`config.mk`:
```
export PLATFORM = sky130hd
export DESIGN_NAME = acl_hdr_parser
export DESIGN_NICKNAME = d
export VERILOG_FILES = /design/src/rtl/acl_hdr_parser.sv
export SDC_FILE = /design/constraint.sdc
export NUM_CORES = 1
export LEC_CHECK = 0
export CAP_MARGIN = 25
export CORE_AREA = 2 2 149 151
export CTS_BUF_LIST = sky130_fd_sc_hd__clkbuf_4
export DETAILED_ROUTE_END_ITERATION = 12
export DIE_AREA = 0 0 151 153
export PLACE_DENSITY = 0.78
export SKIP_LAST_GASP = 1
export SYNTH_ARGS = -nofsm -noshare
export SYNTH_HDL_FRONTEND = slang
export SYNTH_SLANG_ARGS = --single-unit
```
`constraint.sdc`:
```
create_clock -name clk -period 1.9 [get_ports clk]
set_clock_uncertainty 0.2 [all_clocks]
set_input_delay 0.19 -clock clk [delete_from_list [all_inputs] [get_ports clk]]
set_output_delay 0.19 -clock clk [all_outputs]
set_load 0.01 [all_outputs]
```
`src/rtl/acl_hdr_parser.sv`:
```
// rtl/acl_hdr_parser.sv - ACL header extraction stage: pops a 10-word header from the RX FIFO and decodes L2/L3/L4 fields
module acl_hdr_parser #(
    parameter int DATA_WIDTH = 32,
    parameter int CNT_W      = 9,
    parameter int HDR_WORDS  = 10
) (
    input  logic                  clk,
    input  logic                  rst,
    input  logic [DATA_WIDTH-1:0] i_fifo_data,
    input  logic [CNT_W-1:0]      i_fifo_cnt,
    output logic                  o_rd_valid,
    output logic                  o_hdr_valid,
    input  logic                  i_hdr_ready,
    output logic [47:0]           o_dst_mac,
    output logic [47:0]           o_src_mac,
    output logic [15:0]           o_ethertype,
    output logic                  o_is_ipv4,
    output logic [7:0]            o_ip_proto,
    output logic [31:0]           o_src_ip,
    output logic [31:0]           o_dst_ip,
    output logic [15:0]           o_src_port,
    output logic [15:0]           o_dst_port,
    output logic                  o_has_ports,
    output logic [14:0]           o_frame_words,
    output logic                  o_busy
);

    typedef enum logic [1:0] {
        S_IDLE,
        S_READ,
        S_WAIT,
        S_HOLD
    } state_t;

    localparam logic [3:0]       LAST_WORD = 4'(HDR_WORDS - 1);
    localparam logic [CNT_W-1:0] START_CNT = CNT_W'(HDR_WORDS);

    state_t      state;
    state_t      state_nxt;
    logic [3:0]  pop_cnt;
    logic [3:0]  cap_cnt;
    logic        rd_d;
    logic [7:0]  ver_ihl;
    logic [15:0] total_len;
    logic [16:0] len_sum;
    logic [16:0] len_round;

    // State register
    always_ff @(posedge clk) begin
        if (rst) begin
            state <= S_IDLE;
        end else begin
            state <= state_nxt;
        end
    end

    // Next-state and pop strobe; the FIFO count is only looked at in IDLE
    always_comb begin
        state_nxt  = state;
        o_rd_valid = 1'b0;
        case (state)
            S_IDLE: begin
                if (i_fifo_cnt >= START_CNT) begin
                    state_nxt = S_READ;
                end
            end
            S_READ: begin
                o_rd_valid = 1'b1;
                if (pop_cnt == LAST_WORD) begin
                    state_nxt = S_WAIT;
                end
            end
            S_WAIT: begin
                state_nxt = S_HOLD;
            end
            S_HOLD: begin
                if (i_hdr_ready) begin
                    state_nxt = S_IDLE;
                end
            end
            default: begin
                state_nxt = S_IDLE;
            end
        endcase
    end

    assign o_hdr_valid = (state == S_HOLD);
    assign o_busy      = (state != S_IDLE);

    // Pop and capture counters; capture trails pop by the FIFO's one-cycle read latency
    always_ff @(posedge clk) begin
        if (rst) begin
            pop_cnt <= 4'd0;
            cap_cnt <= 4'd0;
            rd_d    <= 1'b0;
        end else begin
            rd_d <= o_rd_valid;
            if (o_rd_valid) begin
                pop_cnt <= (pop_cnt == LAST_WORD) ? 4'd0 : pop_cnt + 4'd1;
            end
            if (rd_d) begin
                cap_cnt <= (cap_cnt == LAST_WORD) ? 4'd0 : cap_cnt + 4'd1;
            end
        end
    end

    // Field capture: each returned word is scattered into the fields it carries
    always_ff @(posedge clk) begin
        if (rst) begin
            o_dst_mac   <= '0;
            o_src_mac   <= '0;
            o_ethertype <= '0;
            ver_ihl     <= '0;
            total_len   <= '0;
            o_ip_proto  <= '0;
            o_src_ip    <= '0;
            o_dst_ip    <= '0;
            o_src_port  <= '0;
            o_dst_port  <= '0;
        end else if (rd_d) begin
            case (cap_cnt)
                4'd0: o_dst_mac[47:16] <= i_fifo_data;
                4'd1: begin
                    o_dst_mac[15:0]  <= i_fifo_data[31:16];
                    o_src_mac[47:32] <= i_fifo_data[15:0];
                end
                4'd2: o_src_mac[31:0] <= i_fifo_data;
                4'd3: begin
                    o_ethertype <= i_fifo_data[31:16];
                    ver_ihl     <= i_fifo_data[15:8];
                end
                4'd4: total_len <= i_fifo_data[31:16];
                4'd5: o_ip_proto <= i_fifo_data[7:0];
                4'd6: o_src_ip[31:16] <= i_fifo_data[15:0];
                4'd7: begin
                    o_src_ip[15:0]  <= i_fifo_data[31:16];
                    o_dst_ip[31:16] <= i_fifo_data[15:0];
                end
                4'd8: begin
                    o_dst_ip[15:0] <= i_fifo_data[31:16];
                    o_src_port     <= i_fifo_data[15:0];
                end
                4'd9: o_dst_port <= i_fifo_data[31:16];
                default: ;
            endcase
        end
    end

    // Classification and frame length in words (Ethernet header + IPv4 total length, rounded up)
    always_comb begin
        o_is_ipv4     = (o_ethertype == 16'h0800) && (ver_ihl == 8'h45);
        o_has_ports   = o_is_ipv4 && ((o_ip_proto == 8'd6) || (o_ip_proto == 8'd17));
        len_sum       = 17'd14 + {1'b0, total_len};
        len_round     = len_sum + 17'd3;
        o_frame_words = o_is_ipv4 ? len_round[16:2] : 15'd0;
    end

endmodule

```
# After elaboration in Yosys (flattened, before gate mapping)
# Index checks and enable logic that the tools add are counted.
word_totals:
  memories: 0
  ff_bits: 251
  latch_bits: 0
  word_cells: 68
  mem_bits_ro: 0
  out_inout_bits: 236
  ramBits: 0
classes:
  mux: 8
  n_div: 0
  shifts: 0
  n_lt_le_gt_ge: 1
  bitwise: 0
  n_mul: 0
  reduce_logical: 17
  eq_ne: 20
  n_addsub: 4
ops:
  columns: ["op", "n"]
  rows:
  - ["$reduce_and 2->1", 10]
  - ["$add 17x2->17 const B", 1]
  - ["$add 4x16->17 const A", 1]
  - ["$eq 16x12->1 const B", 1]
  - ["$eq 4x3->1 const B", 4]
  - ["$mux 15", 1]
  - ["$eq 4x4->1 const B", 3]
  - ["$ge 9x4->1 const B", 1]
  - ["$add 4x1->4 const B", 2]
  - ["$eq 4x2->1 const B", 2]
  - ["$eq 8x3->1 const B", 1]
  - ["$eq 8x5->1 const B", 1]
  - ["$eq 8x7->1 const B", 1]
  - ["$mux 4", 2]
  - ["$pmux 2 s4", 1]
  - ["$mux 2", 3]
  - ["$eq 2x2->1 const B", 2]
  - ["$eq 4x1->1 const B", 1]
  - ["$logic_not 4->1", 1]
  - ["$ne 2x2->1 const B", 2]
  - ["$reduce_and 3->1", 1]
  - ["$eq 2x1->1 const B", 1]
  - ["$logic_and 1x1->1", 2]
  - ["$logic_not 2->1", 1]
  - ["4 further kinds", 4]

# Depth between registers and ports, before layout
# Gate-level depths: netlist (run 1).
depth:
  depth_word: 3
  depth_mapped: 7
  ltp_nobuf: 6

# Worst setup path after synthesis (run 1)
# No wires, ideal clock.
synth_timing:
  kind: "register -> output"
  startpoint: "register total_len[3]"
  endpoint: "output o_frame_words[13]"
  t_required_ns: 1.510
  setup_slack_ns: -0.204
  stages_incl_launch_ff: 5
  n_path_buf: 0
  arrival_time_ns: 1.714
  cell_sequence: "dfxtp_1 > a41oi_4 > or4b_4 > or3_1 > a21oi_1"
synth_via:
  elab_chain_cells: 3
synth_lines:
  columns: ["item", "line_no", "rtl"]
  rows:
  - ["start, declared", "44", "logic [15:0] total_len;"]
  - ["start signal, assigned", "132", "4'd4: total_len <= i_fifo_data[31:16];"]
  - ["$add 4x16->17", "153", "len_sum = 17'd14 + {1'b0, total_len};"]
  - ["$add 17x2->17", "154", "len_round = len_sum + 17'd3;"]
  - ["$mux 15", "155", "o_frame_words = o_is_ipv4 ? len_round[16:2] : 15'd0;"]
  - ["end, declared", "24", "output logic [14:0] o_frame_words,"]
# No other way between the ends.

# Final worst setup path (run 1)
layout_timing:
  startpoint: "register total_len[0]"
  endpoint: "output o_frame_words[13]"
# The elaborated chain is that of the path after synthesis.

==> metrics, run 1 <==
core area 21500 um2; Pint 8310 uW; layout cells sized above 1 16.1%; wire length per cell 17.7 um; number of synthesized flops with an enable pin 0; failing checks negative setup slack; H-tree lvl count 3; max cap viols 0; Net Sw Power 3000 uW; vias in the first global route 9031; Post-synth top cells nand2_1, dfxtp_1, a21oi_1; outcome complete, but fails checks; top-area cell type share of the netlist area 53.9%; ys flop type dfxtp_1; die area 23100 um2; fmax 381 MHz; hold slack 108 ps; Slew Viols, Final 0; Final Hold Fails 0; Initial Util 43.4%; syn nets 1230; clock-pin slew on the worst setup and hold paths 60 ps; Hold/Removal Path Class in -> reg; Seq pwr share 49.1%; Nets 1563; ys async rst share 0%; Worst slew margin 57.7%; GRT Residual Overflow 0; count of final setup violators 17; detailed-route wire length 32500 um; number of I/O port buffers 278; global-route wire length before repair 49700 um; Gate power share 11.9%; Initial DRT Pass Iterations 7; Worst setup EP type output port; ANT nets after route 0; later-pin clock latency in the skew report 650 ps; Layout area overhead 44.8%; Overall Global Routing Usage 27.8%; Clock Sinks 251; CTS tree yes; antenna violations before repair 1; total design power 11300 uW; total CTS buffers 67; switch share 26.5%; Final Cell Area 13500 um2; placed inst area 12800 um2; WP data required 1510 ps; first-iteration detailed-routing DRC count 615; Top Ports 280; DIE HEIGHT 153 um; DR vias 9461; largest net degree at the start of global routing 66; critical-path cell list a41oi_4, or4b_4, or3_1, a21oi_2, buf_2; min Tclk post-route 2620 ps; Root Buffer clkbuf_4; CTS Buffer Depth 3; Worst EP arrival 2230 ps; Worst path slowest cell or4b_4; FF+latch count, synth 251; fill count 1946; Die X 151 um; Warnings, synthesis 0; library cells used by synthesis 37; WS Path Type reg -> out; Pleak 0.00596 uW; Routability Congestion 0.844; DP HPWL 21500 um; Vias/cell 5.16; Cell Pwr Density 838 nW/um2; top post-synthesis cells by area dfxtp_1, nand2_1, a21oi_1, clkbuf_1, mux2i_1; RSZ-0062 raised after global routing yes; actual slew at the worst max-slew pin 633 ps; power share of the clock group 39.0%; # rows 54; mean post-synth cell area 7.88 um2; type of origin of the critical path register; post-route setup slack -723 ps; top-count cell post-synth nand2_1; Synth area leader dfxtp_1; crit-path max cell delay 490 ps; crit path max fanout 2; Cell Area, Synth 9320 um2; DRC viols 0; peak supply drop 0.000521 V; post-synthesis cell count 1182; Final period util 138%; Seq/Total Area, Yosys 53.9%
[final cells by class]
| type | instances | area [um2] | share of cell area (%) |
|---|---|---|---|
| flip-flops and latches | 251 | 5050 | 37.4 |
| multi-input cells | 824 | 4020 | 29.7 |
| repair buffers | 362 | 3280 | 24.3 |
| clock buffers | 98 | 736 | 5.45 |
| well taps | 280 | 350 | 2.60 |
| inverters | 9 | 36.3 | 0.269 |
| clock inverters | 7 | 26.3 | 0.195 |
| diodes | 1 | 2.50 | 0.0185 |
[registers in the layout, summed over array words and instances (netlist names)]
name,cells
o_src_port,16
o_ethertype,16
o_ip_proto,8
o_dst_mac,48
o_dst_ip,32
rd_d,1
o_src_mac,48
cap_cnt,4
total_len,16
o_dst_port,16
pop_cnt,4
ver_ihl,8
o_src_ip,32
state,2
[what timing repair did]
action | 4_1_cts | 5_1_grt
buffers inserted | 8 | 0
gates resized for setup | 330 | 28
hold buffers | 1 | 0
cloned | 1 | 0
setup endpoints to repair | 236 | 152
hold endpoints to repair | 60 | 0
pin swaps | 16 | 3
[per-stage QoR]
step	setup WS, ps	util, %	setup TNS, ps	std cells
global placement	-462	59.6	-5560	1716
floorplan	-38.8	-	-38.8	1182
detailed placement	-514	59.6	-6850	1716
global route	-822	62.8	-12330	1832
CTS	-768	62.3	-10820	1831
finish	-723	62.8	-9930	1832
[cell families (layout without fill, tap and decap cells)]
kind of cell / after synthesis / count (layout) / share of synthesized area, %
other cells: 0 / 1 / 0
buf+inv: 107 / 476 / 4.47
compound gates: 234 / 234 / 13.0
mux: 26 / 26 / 2.79
flops: 251 / 251 / 53.9
xor+xnor: 15 / 15 / 1.41
fa+ha+maj: 4 / 4 / 0.537
simple gates: 545 / 545 / 23.9
[power groups by stage]
stage / Clock [uW] / Combinational [uW] / Sequential [uW]
after global routing: 4830 / 1450 / 5570
after global placement: 0 / 1330 / 5640
final: 4400 / 1350 / 5550
after detailed placement: 0 / 1340 / 5650
after floorplan: 0 / 597 / 5680
after CTS: 4550 / 1310 / 5540
[path summary, 6_finish.rpt]
path	slack (ps)	startpoint	cells after the start	end
worst max register to register	100	cap_cnt[3]	5	o_dst_mac[14]
worst min-delay path	110	i_fifo_data[11]	4	o_src_ip[27]
worst min register to register	250	o_dst_ip[7]	2	o_dst_ip[7]
worst max-delay path	-720	total_len[0]	5	o_frame_words[13]
[metal layers]
layer  track usage [%]  share of wire, %  up-vias
li1                  -                 -     4531
met1              33.1                39     4402
met2              45.5                48      444
met3              8.87               9.6       84
met4              13.0               3.8        0
met5                 0                 0        -
[cell usage in the layout, fill, tap and decap left out, types with 2 or more instances in the layout]
cell,instances
inv_2,5
clkbuf_4,98
nand3b_1,2
a21oi_2,2
buf_12,12
dlygate4sd2_1,216
nand3_1,5
ha_1,2
mux2i_1,26
o21ai_0,6
nor3_2,2
nor2_4,4
buf_2,13
and3_1,4
nand4_1,3
nor2_1,37
dfxtp_1,234
nor3b_1,2
nand2_1,445
buf_4,60
nor4b_1,5
nor3_1,5
and4_1,2
nor4bb_1,3
dfxtp_2,16
buf_6,16
a21oi_1,220
clkinv_1,5
xor2_1,4
nor4b_2,2
ha_4,2
clkdlybuf4s50_1,41
nor2b_1,4
xnor2_1,11
inv_1,5
and2_1,3
nor2_2,6
[critical path, delay by kind of cell, from the launching register on]
family,cells,cell delay (ps)
AOI/OAI and AO/OA,2,260
buffers and inverters,1,150
DFF,1,360
and+or+nand+nor,2,820
No activity file was read; power rests on OpenSTA's default activity.
==> run 2: changes to the inputs <==
--- a/config.mk
+++ b/config.mk
@@ -11,6 +11,7 @@
 export DETAILED_ROUTE_END_ITERATION = 12
 export DIE_AREA = 0 0 151 153
 export PLACE_DENSITY = 0.78
+export SETUP_SLACK_MARGIN = 0.1
 export SKIP_LAST_GASP = 1
 export SYNTH_ARGS = -nofsm -noshare
 export SYNTH_HDL_FRONTEND = slang
==> run 2 against run 1 <==
  * The run still ends with negative setup slack left
  * Critical path depth unchanged
  * Critical path type unchanged
  * Die area is the same
  * Fmax fell by 0.46%
  * Total power rose by 2.6%
  * Via count down 0.88%
  * Cell area increased by 0.96%
  * Clock-buffer cell count grew 2
  * Hold slack gained 4.2 ps
  * Critical endpoint unchanged
==> metrics, run 2 (same netlist as run 1, synthesis figures left out) <==
count of final setup violators 17 (unchanged); Reg-to-Reg Start state[0] (was cap_cnt[3]); commonest cells after routing, fill and taps aside nand2_1, dfxtp_1, a21oi_1, dlygate4sd2_1, clkbuf_4 (unchanged); Final Hold Fails 0 (unchanged); Non-Filler Instances 1837 (was 1832); wire length per cell 17.7 um (about the same); failing checks negative setup slack (unchanged); max cap viols 0 (unchanged); Die X 151 um (unchanged); later-pin clock latency in the skew report 630 ps (was 650 ps); Setup TNS Final -11190 ps (was -9930 ps); layout cells sized above 1 17.2% (was 16.1%); final core utilization 63.4% (was 62.8%); fill count 1876 (was 1946); WS Path Type reg -> out (unchanged); Layout area overhead 46.2% (was 44.8%); # rows 54 (unchanged); Final period util 139% (was 138%); DRC viols 0 (unchanged); CP bufs+invs 1 (unchanged); WP data required 1510 ps (about the same); antenna violations before repair 1 (unchanged); Setup WS pre-CTS -522 ps (was -514 ps); H-tree lvl count 3 (unchanged); crit-path max cell delay 550 ps (was 490 ps); GRT Residual Overflow 0 (unchanged); hold wc startpoint i_fifo_data[8] (was i_fifo_data[11]); global-route wire length before repair 49500 um (was 49700 um); number of I/O port buffers 278 (unchanged); peak supply drop 0.000606 V (was 0.000521 V); Cell Pwr Density 851 nW/um2 (was 838 nW/um2); Nets 1564 (was 1563); post-route setup slack -735 ps (was -723 ps); largest registers o_dst_mac: 48 flops, o_src_mac: 48 flops (unchanged); Hold/Removal Path Class in -> reg (unchanged); CTS tree yes (unchanged); RSZ-0062 raised after global routing yes (unchanged); DR vias 9378 (was 9461); Root Buffer clkbuf_4 (unchanged); crit path from total_len[10] (was total_len[0]); DP HPWL 21500 um (about the same); CTS Buffer Depth 3 (unchanged); actual slew at the worst max-slew pin 603 ps (was 633 ps); Worst slew margin 59.7% (was 57.7%); Worst setup EP type output port (unchanged); Clock Sinks 251 (unchanged); type of origin of the critical path register (unchanged); clock-pin slew on the worst setup and hold paths 60 ps (about the same); Overall Global Routing Usage 27.7% (was 27.8%); Initial Util 43.4% (unchanged); die area 23100 um2 (unchanged); total CTS buffers 66 (was 67); Initial DRT Pass Iterations 5 (was 7); vias in the first global route 9078 (was 9031); DIE HEIGHT 153 um (unchanged); Routability Congestion 0.818 (was 0.844); placed cells 1713 (was 1716); commonest non-fill, non-tap cell in the layout nand2_1 (unchanged); Pleak 0.00596 uW (about the same); largest net degree at the start of global routing 62 (was 66); detailed-route wire length 32500 um (about the same); ANT nets after route 0 (unchanged); critical-path cell list nand4_1, or4b_4, or3_4, a21oi_2, buf_2 (was a41oi_4, or4b_4, or3_1, a21oi_2, buf_2); fmax 379 MHz (was 381 MHz); Top Ports 280 (unchanged); cell family with most CP delay simple AND/OR/NAND/NOR gates (unchanged); Worst path slowest cell or4b_4 (unchanged); Slew Viols, Final 0 (unchanged); crit path max fanout 2 (unchanged); first-iteration detailed-routing DRC count 559 (was 615); core area 21500 um2 (unchanged); Vias/cell 5.11 (was 5.16); min Tclk post-route 2640 ps (was 2620 ps); outcome complete, but fails checks (unchanged); Worst EP arrival 2250 ps (was 2230 ps)
run 2: cell types whose count changed in the layout (fill, tap and decap cells not counted), moves of 3 or more:
cell / previous run / this run
clkbuf_2: 1 / 4
dlygate4sd2_1: 216 / 201
inv_2: 5 / 2
dfxtp_1: 234 / 231
dfxtp_2: 16 / 19
nor2_1: 37 / 40
clkdlybuf4s15_1: 0 / 8
run 2: area by class of cell:
cell class	count	area [um2]	area share [%]
inverters	9	41.3	0.303
repair buffers	364	3330	24.5
clock buffers	100	751	5.51
flip-flops and latches	251	5050	37.1
clock inverters	7	52.6	0.386
well taps	280	350	2.57
diodes	2	5.00	0.0367
multi-input cells	824	4040	29.7
run 2: final timing paths:
check                                         end  cells past startpoint  slack, ps
worst max-delay path            o_frame_words[13]                      5       -740
worst min-delay path                   ver_ihl[0]                      4        110
worst max register to register           state[0]                      8        180
worst min register to register        o_dst_ip[1]                      2        250
run 2: timing repair:
item                       4_1_cts  5_1_grt
hold buffers                     1        0
buffers inserted                12        1
hold endpoints to repair        60        0
setup endpoints to repair      264      126
pin swaps                       17        8
cloned                           1        0
gates resized for setup        351       41
run 2: layer usage:
| metal | vias to the layer above | wire, um | track usage [%] |
|---|---|---|---|
| met1 | 4379 | 12600 | 32.6 |
| li1 | 4538 | - | - |
| met3 | 84 | 3050 | 9.61 |
| met5 | - | 0 | 0 |
| met4 | 0 | 1170 | 12.7 |
| met2 | 377 | 15600 | 45.3 |
run 2: worst register-to-register path: cells and delay by family (launching register included):
| kind | cells | cell delay (ps) |
|---|---|---|
| AND/OR/NAND/NOR | 2 | 330 |
| flip-flops | 1 | 340 |
| buffers and inverters | 3 | 290 |
| adder cells (fa/ha/maj) | 1 | 160 |
| AO/OA/AOI/OAI | 2 | 350 |
run 2: power breakdown:
group          switching, uW  internal, uW  total, uW  leakage (uW)
combinational            829           613       1440       0.00344
clock                   2090          2510       4600      0.000486
sequential               121          5430       5560       0.00203
run 2: stage by stage:
| stage | instance area (um2) | hold slack [ps] | power, uW |
|---|---|---|---|
| after CTS | 13500 | 60.4 | 11600 |
| after global routing | 13600 | 82.4 | 12100 |
| final | 13600 | 112 | 11600 |
| after global placement | 12800 | 241 | 6950 |
| after detailed placement | 12800 | 246 | 6980 |
| after floorplan | 9330 | 126 | 6280 |
==> run 3: changes to the inputs <==
--- a/config.mk
+++ b/config.mk
@@ -6,11 +6,10 @@
 export NUM_CORES = 1
 export LEC_CHECK = 0
 export CAP_MARGIN = 25
-export CORE_AREA = 2 2 149 151
+export CORE_AREA = 2 2 197 199
 export CTS_BUF_LIST = sky130_fd_sc_hd__clkbuf_4
 export DETAILED_ROUTE_END_ITERATION = 12
-export DIE_AREA = 0 0 151 153
-export PLACE_DENSITY = 0.78
+export DIE_AREA = 0 0 199 201
 export SETUP_SLACK_MARGIN = 0.1
 export SKIP_LAST_GASP = 1
 export SYNTH_ARGS = -nofsm -noshare
==> run 3 against run 2 <==
  * The run still ends with negative setup slack left
  * Global-route usage is 9.8 points lower
  * Total power is 3.7% higher
  * Highest routed layer unchanged
  * Cell count is 16% higher
  * First-iteration DRC count is 15% lower
==> metrics, run 3 (same netlist as run 1, synthesis figures left out) <==
antenna violations before repair 2 (was 1); reg-to-reg critical path endpoint o_src_mac[22] (was state[0]); Routability Congestion 0.805 (was 0.818); ANT nets after route 0 (unchanged); Final Hold Fails 0 (unchanged); power share of the clock group 41.3% (was 39.7%); count of final setup violators 17 (unchanged); placed inst area 13300 um2 (was 12800 um2); largest net degree at the start of global routing 75 (was 62); Setup TNS Final -11520 ps (was -11190 ps); Worst slew margin 60.8% (was 59.7%); RSZ-0062 raised after global routing yes (unchanged); Root Buffer clkbuf_4 (unchanged); WP data required 1510 ps (about the same); DP HPWL 24100 um (was 21500 um); placed cells 1971 (was 1713); Cell Pwr Density 836 nW/um2 (was 851 nW/um2); Slew Viols, Final 0 (unchanged); Net Sw Power 3280 uW (was 3040 uW); outcome complete, but fails checks (unchanged); H-tree lvl count 3 (unchanged); Clock Sinks 251 (unchanged); DIE HEIGHT 201 um (was 153 um); # rows 72 (was 54); min Tclk post-route 2720 ps (was 2640 ps); CTS Buffer Depth 3 (unchanged); vias in the first global route 9220 (was 9078); peak supply drop 0.000501 V (was 0.000606 V); Overall Global Routing Usage 17.9% (was 27.7%); Pleak 0.00580 uW (was 0.00596 uW); detailed-route wire length 36100 um (was 32500 um); Worst setup EP type output port (unchanged); r2r worst-path depth 6 (was 8); commonest non-fill, non-tap cell in the layout nand2_1 (unchanged); Final Cell Area 14400 um2 (was 13600 um2); CTS tree yes (unchanged); Vias/cell 4.40 (was 5.11); DRC viols 0 (unchanged); type of origin of the critical path register (unchanged); clock-pin slew on the worst setup and hold paths 60 ps (about the same); Final period util 143% (was 139%); Top Ports 280 (unchanged); GRT Residual Overflow 0 (unchanged); DR vias 9347 (was 9378); R2R setup slack 160 ps (was 180 ps); commonest cells after routing, fill and taps aside nand2_1, dfxtp_1, a21oi_1, clkbuf_4, dlygate4sd2_1 (was nand2_1, dfxtp_1, a21oi_1, dlygate4sd2_1, clkbuf_4); met1 Use GR 21.7% (was 32.6%); fmax 368 MHz (was 379 MHz); Nets 1600 (was 1564); layout cells sized above 1 22.2% (was 17.2%); Worst EP arrival 2330 ps (was 2250 ps); core area 38100 um2 (was 21500 um2); Die X 199 um (was 151 um); Initial Util 24.5% (was 43.4%); post-route setup slack -816 ps (was -735 ps); total design power 12000 uW (was 11600 uW); later-pin clock latency in the skew report 710 ps (was 630 ps); met2 Track Usage GR 29.4% (was 45.3%); Reg-to-Reg Start cap_cnt[0] (was state[0]); Non-Filler Instances 2126 (was 1837); WS Path Type reg -> out (unchanged); wire length per cell 17.0 um (was 17.7 um); number of I/O port buffers 278 (unchanged); max cap viols 0 (unchanged); largest registers o_dst_mac: 48 flops, o_src_mac: 48 flops (unchanged); failing checks negative setup slack (unchanged); Pint 8750 uW (was 8550 uW); switch share 27.3% (was 26.3%); global-route wire length before repair 54200 um (was 49500 um); Critical Path End o_frame_words[13] (unchanged); actual slew at the worst max-slew pin 588 ps (was 603 ps); Initial DRT Pass Iterations 5 (unchanged); Hold/Removal Path Class in -> reg (unchanged); Layout area overhead 54.4% (was 46.2%); first-iteration detailed-routing DRC count 475 (was 559); crit path from total_len[5] (was total_len[10]); met3 usage 6.12% (was 9.61%); Gate power share 12.5% (was 12.4%); total CTS buffers 72 (was 66); GRT busiest layer met2 (unchanged); Seq pwr share 46.2% (was 47.9%); die area 40000 um2 (was 23100 um2); crit path max fanout 2 (unchanged)
[run 3: cell types whose count changed in the layout (fill, tap and decap cells not counted), sizes merged, moves of 2 or more]
cell and change:
clkdlybuf4s15 +75, clkinv +8, buf +32, dlygate4sd2 -108, dlygate4sd3 +13, clkbuf +29, inv +2
[run 3: final cells by class]
class | count | area (um2)
tap | 518 | 648
clock buffer | 111 | 833
timing repair buffer | 394 | 3630
sequential | 251 | 5070
fill | 3991 | 23700
antenna | 3 | 7.51
inverter | 9 | 38.8
multi-input combinational | 824 | 4090
clock inverter | 16 | 62.6
[run 3: worst min-delay path by stage]
stage                               from            end  slack (ps)  cells after the start
after floorplan           i_fifo_data[8]     ver_ihl[0]         130                      2
after global placement        ver_ihl[6]     ver_ihl[6]         240                      2
after detailed placement    o_dst_ip[14]   o_dst_ip[14]         250                      2
after CTS                  i_fifo_cnt[5]       state[1]         0.4                      4
after global routing      i_fifo_data[3]  o_dst_mac[19]           4                      3
final                      i_fifo_cnt[5]       state[1]          80                      4
[run 3: power by group through the flow]
stage / combinational [uW] / clock, uW / sequential [uW]
2_1_floorplan: 597 / 0 / 5680
3_3_place_gp: 1410 / 0 / 5660
3_5_place_dp: 1430 / 0 / 5660
4_1_cts: 1450 / 5180 / 5560
5_1_grt: 1640 / 5520 / 5570
6_report: 1510 / 4970 / 5560
[run 3: worst max-delay path, stage by stage, from the launching register on]
cell	delay (ps)
dfxtp_2	330
nand4_1	130
or4b_4	560
or3_4	340
a21oi_2	110
buf_2	130
[run 3: layer usage]
layer  share of wire (%)  vias to the layer above
met5                   0                        -
met2                  47                      288
met4                 2.5                        0
li1                    -                     4617
met1                  43                     4383
met3                 7.6                       59
[run 3: what timing repair did]
item | CTS | global route
resized for setup | 455 | 136
pin swaps | 20 | 10
endpoints found under the setup margin | 283 | 138
cloned | 0 | 0
setup buffers | 8 | 4
hold buffers | 14 | 0
endpoints found under the hold margin | 113 | 0
[run 3: through the flow]
stage	worst slack [ps]	hold slack, ps	utilization [%]
after floorplan	-38.8	126	-
after global placement	-488	237	34.8
after detailed placement	-498	247	34.8
after CTS	-894	0.352	37.2
after global routing	-953	3.60	37.7
final	-816	83.0	37.7
